`src/rtl/net_tx_arbiter.sv`:
```
// Round-robin arbiter sharing one NI transmit port among NUM_REQ requesters.
// One registered output slot; flits addressed to this GPU are dropped and counted.
module net_tx_arbiter #(
  parameter int NUM_REQ = 4,
  parameter int GPU_ID  = 12,
  parameter int CNT_W   = 16
) (
  input  logic                   ACLK,
  input  logic                   ARESETn,
  input  logic [NUM_REQ-1:0]     req_valid,
  input  logic [16*NUM_REQ-1:0]  req_data,
  output logic [NUM_REQ-1:0]     req_ready,
  output logic [15:0]            net_data_out,
  output logic                   net_valid_out,
  input  logic                   net_ready_in,
  output logic [2:0]             grant_id,
  output logic [CNT_W-1:0]       tx_cnt,
  output logic [CNT_W-1:0]       drop_cnt
);

  localparam logic [5:0] OWN_ID = 6'(GPU_ID);
  localparam logic [2:0] LAST   = 3'(NUM_REQ - 1);

  typedef enum logic {S_EMPTY, S_FULL} state_e;

  state_e           state_q, state_d;
  logic [2:0]       rr_ptr_q, rr_ptr_d;
  logic [15:0]      data_q, data_d;
  logic [2:0]       gid_q, gid_d;
  logic [CNT_W-1:0] tx_cnt_q, tx_cnt_d;
  logic [CNT_W-1:0] drop_cnt_q, drop_cnt_d;

  logic        lo_hit, hi_hit;
  logic [2:0]  lo_idx, hi_idx, win;
  logic [15:0] win_data;
  logic        slot_free, accept, drop, deliver;

  // Lowest valid at or above rr_ptr wins; otherwise wrap to lowest valid.
  always_comb begin
    lo_hit = 1'b0;
    hi_hit = 1'b0;
    lo_idx = '0;
    hi_idx = '0;
    for (int k = NUM_REQ - 1; k >= 0; k--) begin
      if (req_valid[k]) begin
        lo_hit = 1'b1;
        lo_idx = 3'(k);
        if (3'(k) >= rr_ptr_q) begin
          hi_hit = 1'b1;
          hi_idx = 3'(k);
        end
      end
    end
    win = hi_hit ? hi_idx : lo_idx;
  end

  always_comb begin
    win_data = '0;
    for (int k = 0; k < NUM_REQ; k++) begin
      if (3'(k) == win) win_data = req_data[16*k +: 16];
    end
  end

  assign slot_free = (state_q == S_EMPTY) || net_ready_in;
  assign accept    = lo_hit && slot_free && ARESETn;
  assign drop      = accept && (win_data[15:10] == OWN_ID);
  assign deliver   = (state_q == S_FULL) && net_ready_in;

  always_comb begin
    for (int k = 0; k < NUM_REQ; k++) begin
      req_ready[k] = accept && (3'(k) == win);
    end
  end

  always_comb begin
    state_d    = state_q;
    rr_ptr_d   = rr_ptr_q;
    data_d     = data_q;
    gid_d      = gid_q;
    tx_cnt_d   = tx_cnt_q;
    drop_cnt_d = drop_cnt_q;
    if (deliver) begin
      state_d  = S_EMPTY;
      tx_cnt_d = tx_cnt_q + CNT_W'(1);
    end
    if (accept) begin
      rr_ptr_d = (win == LAST) ? 3'd0 : win + 3'd1;
      if (drop) begin
        drop_cnt_d = drop_cnt_q + CNT_W'(1);
      end else begin
        state_d = S_FULL;
        data_d  = win_data;
        gid_d   = win;
      end
    end
  end

  always_ff @(posedge ACLK or negedge ARESETn) begin
    if (!ARESETn) begin
      state_q    <= S_EMPTY;
      rr_ptr_q   <= '0;
      data_q     <= '0;
      gid_q      <= '0;
      tx_cnt_q   <= '0;
      drop_cnt_q <= '0;
    end else begin
      state_q    <= state_d;
      rr_ptr_q   <= rr_ptr_d;
      data_q     <= data_d;
      gid_q      <= gid_d;
      tx_cnt_q   <= tx_cnt_d;
      drop_cnt_q <= drop_cnt_d;
    end
  end

  assign net_valid_out = (state_q == S_FULL);
  assign net_data_out  = data_q;
  assign grant_id      = gid_q;
  assign tx_cnt        = tx_cnt_q;
  assign drop_cnt      = drop_cnt_q;

endmodule
```
`config.mk`:
```
export PLATFORM = sky130hd
export DESIGN_NAME = net_tx_arbiter
export DESIGN_NICKNAME = d
export VERILOG_FILES = /design/src/rtl/net_tx_arbiter.sv
export SDC_FILE = /design/constraint.sdc
export NUM_CORES = 1
export LEC_CHECK = 0
export CAP_MARGIN = 10
export CORE_MARGIN = 1.5
export CORE_UTILIZATION = 30
export DETAILED_ROUTE_END_ITERATION = 8
export MAX_ROUTING_LAYER = met4
export PLACE_DENSITY = 0.64
export SETUP_SLACK_MARGIN = 0.4
export SLEW_MARGIN = 20
export SYNTH_ARGS = -nofsm -noshare
export SYNTH_HDL_FRONTEND = slang
export SYNTH_SLANG_ARGS = --single-unit
```
`constraint.sdc`:
```
create_clock -name ACLK -period 3.8 [get_ports ACLK]
set_clock_uncertainty 0.1 [all_clocks]
set_input_delay 0.57 -clock ACLK [delete_from_list [all_inputs] [get_ports ACLK]]
set_output_delay 0.57 -clock ACLK [all_outputs]
set_load 0.01 [all_outputs]
```
==> results.json <==
{
  "yosys_warnings": 0,
  "wl_um": 8090,
  "num_io_pins": 127,
  "overflow": 0,
  "crit_top_cell": "buf_4",
  "fmax_ghz": 0.317,
  "worst_pin_slew_ns": 0.529,
  "wl_per_cell_um": 14.1,
  "clk_latency_ns": 0.30,
  "numCtsBuffers": 5,
  "required_ns": 3.90,
  "cts_tree": "done",
  "area_delta_synth_final_pct": 60.8,
  "slowest_delay_ns": 0.46,
  "ctsHoldBuffers": 0,
  "end_kind": "flip-flop",
  "crit_slowest_cell": "dfrtp_1",
  "dieWidth_um": 101,
  "synth-seq-cells": 53,
  "path_class": "flip-flop to flip-flop",
  "die-area_um2": 10100,
  "grt_max_degree": 36,
  "crit_chain": "nand2b_1 > nor2_1 > a211oi_1 > buf_4 > inv_1 > ha_1 > nor2b_4 > buf_4 > a221oi_4 > o22ai_4 > buf_4 > nor4_4 > buf_4 > nand3_1 > xnor2_1",
  "final_common_cell": "clkdlybuf4s50_1",
  "ys_types": 42,
  "cp.arrival_ns": 3.25,
  "cp-startpoint": "rr_ptr_q[1]",
  "hold_violations": 0,
  "slew-limit-headroom_pct": 64.8,
  "core_area_um2": 9240,
  "cp-start-kind": "flip-flop",
  "io_buffers": 125,
  "r2r_end": "drop_cnt[4]",
  "fin_hold_ws_ns": 0.130,
  "maxSlewViolCount": 0,
  "cts_num_sinks": 53,
  "clock-root-buffer": "clkbuf_8",
  "grt_first_pass_wirelength_um": 13100,
  "setup_ws_ns": 0.649,
  "cap_violations": 0,
  "vdd_drop_max_v": 0.000293,
  "vias": 2740,
  "htree_levels": 2,
  "pre_cts_ws_ns": -0.0317,
  "status": "complete, no violations",
  "drtIter0Drc": 81,
  "num-fill-cells": 888,
  "syn_area_um2": 2860,
  "start_util_pct": 31.0,
  "finalSetupViolCount": 0,
  "ant_nets": 0,
  "cts_max_path_buffers": 2,
  "rsz0062_at_grt": "no",
  "layout-drive-gt1-share_pct": 13.9,
  "fin_setup_tns_ns": 0,
  "async_flop_share_pct": 100,
  "fin_crit_ns": 3.15,
  "num_rows": 35,
  "r2r_start": "rr_ptr_q[1]",
  "die_h_um": 101,
  "min_path_type": "input port to asynchronous set/reset pin",
  "powerDensity_nw_per_um2": 567,
  "reg2reg_depth": 15,
  "viasPerCell": 4.77,
  "period_share_pct": 82.9,
  "routabilityCongestion": 0.797,
  "leakagePower_nw": 1.95,
  "track_usage_pct": 17.0,
  "diodes": 0,
  "drt_first_pass_iters": 4,
  "first_global_vias": 2685,
  "cp_max_fo": 7,
  "syn_nets": 383,
  "dp_hpwl_um": 6000,
  "nNetsFinal": 521,
  "synthesis.instances": 306,
  "yosysSeqAreaShare_pct": 46.3,
  "r2r_slack_ns": 0.65,
  "clk_pin_slew_ns": 0.10,
  "syn_area_per_cell_um2": 9.35,
  "synth-edff-count": 0,
  "mostFrequentLayoutCells": "clkdlybuf4s50_1 (120), dfrtp_1 (53), nor2_1 (42), a21oi_1 (33), nand2_1 (23)",
  "antenna_found_initial": 0,
  "drc_errors": 0,
  "synthFlopType": "dfrtp_1"
}
layer usage:
metal | vias to the layer above | part of all wire (%) | GRT usage, %
li1 | 1347 | - | -
met1 | 1286 | 46 | 22.4
met2 | 97 | 48 | 27.2
met3 | 10 | 4.8 | 2.77
met4 | 0 | 1.7 | 4.33
met5 | - | 0 | -
cells by family after synthesis:
kind of cell | Yosys count | synth area share [%]
AOI/OAI and AO/OA | 71 | 15.1
buffers and inverters | 22 | 3.76
and+or+nand+nor | 116 | 20.1
other | 1 | 0.131
muxes | 7 | 2.75
DFF | 53 | 46.3
xor gates and xnor gates | 30 | 9.18
adders and majority gates | 6 | 2.62
Yosys cell counts, drive strengths merged (2+ instances only):
cell type / count / area, um2
o31ai: 2 / 15.0
dfrtp: 53 / 1330
a21oi: 36 / 180
nand2b: 3 / 18.8
o22a: 2 / 17.5
a211oi: 2 / 15.0
xnor2: 18 / 158
mux2: 7 / 78.8
ha: 6 / 75.1
xor2: 12 / 105
nor2: 51 / 214
nand2: 23 / 86.3
o22ai: 7 / 43.8
a221oi: 4 / 35.0
clkbuf: 6 / 22.5
nand4: 3 / 18.8
and2: 4 / 25.0
buf: 10 / 62.6
and3: 7 / 43.8
nand3: 16 / 85.1
inv: 6 / 22.5
o21ai: 6 / 33.8
a22oi: 11 / 82.6
flip-flops by register name, summed over array words and instances, names as in the netlist:
register and cells:
drop_cnt 16, net_data_out 16, tx_cnt 16, grant_id 2
rr_ptr_q 2, net_valid_out 1
worst max path at each step:
stage,cells after the start,end,slack [ns]
6_report,15,drop_cnt[4],0.65
3_3_place_gp,16,drop_cnt[15],0.05
4_1_cts,15,drop_cnt[15],0.39
2_1_floorplan,13,drop_cnt[7],0.61
5_1_grt,14,drop_cnt[15],0.47
3_5_place_dp,15,net_data_out[5],-0.03
worst max-delay path, delay by kind of cell, from the launching register on:
| kind | cells | cell delay, ns |
|---|---|---|
| DFF | 1 | 0.46 |
| adders and majority gates | 1 | 0.24 |
| buffers and inverters | 5 | 0.77 |
| xor gates and xnor gates | 1 | 0.13 |
| and+or+nand+nor | 5 | 0.68 |
| AOI/OAI and AO/OA | 3 | 0.66 |
area by class of cell:
cell class / instances / area [um2] / area share [%]
clock buffer: 6 / 72.6 / 1.58
clock inverter: 2 / 38.8 / 0.843
inverter: 6 / 22.5 / 0.490
multi-input combinational: 232 / 1560 / 33.8
sequential: 53 / 1330 / 28.8
tap: 129 / 161 / 3.51
timing repair buffer: 146 / 1420 / 30.9
per-stage QoR:
| stage | total power (W) | instance area [um2] | cells | util, % |
|---|---|---|---|---|
| floorplan | 0.00146 | 2860 | 306 | - |
| global placement | 0.00201 | 4300 | 559 | 46.5 |
| detailed placement | 0.00204 | 4300 | 559 | 46.5 |
| CTS | 0.00251 | 4470 | 570 | 48.4 |
| global route | 0.00280 | 4600 | 574 | 49.8 |
| finish | 0.00261 | 4600 | 574 | 49.8 |
what timing repair did:
| item | 4_1_cts | 5_1_grt |
|---|---|---|
| cloned | 2 | 0 |
| setup buffers | 1 | 4 |
| setup endpoints to repair | 31 | 36 |
| resized for setup | 10 | 19 |
| pin swaps | 1 | 5 |
report_power, final:
| part | internal [W] | switching [W] | leakage, nW |
|---|---|---|---|
| logic | 0.000723 | 0.000663 | 1.22 |
| registers | 0.000710 | 0.000122 | 0.679 |
| clock network | 0.000198 | 0.000193 | 0.0554 |
| total | 0.00163 | 0.000978 | 1.95 |
No activity file was read; power rests on OpenSTA's default activity.
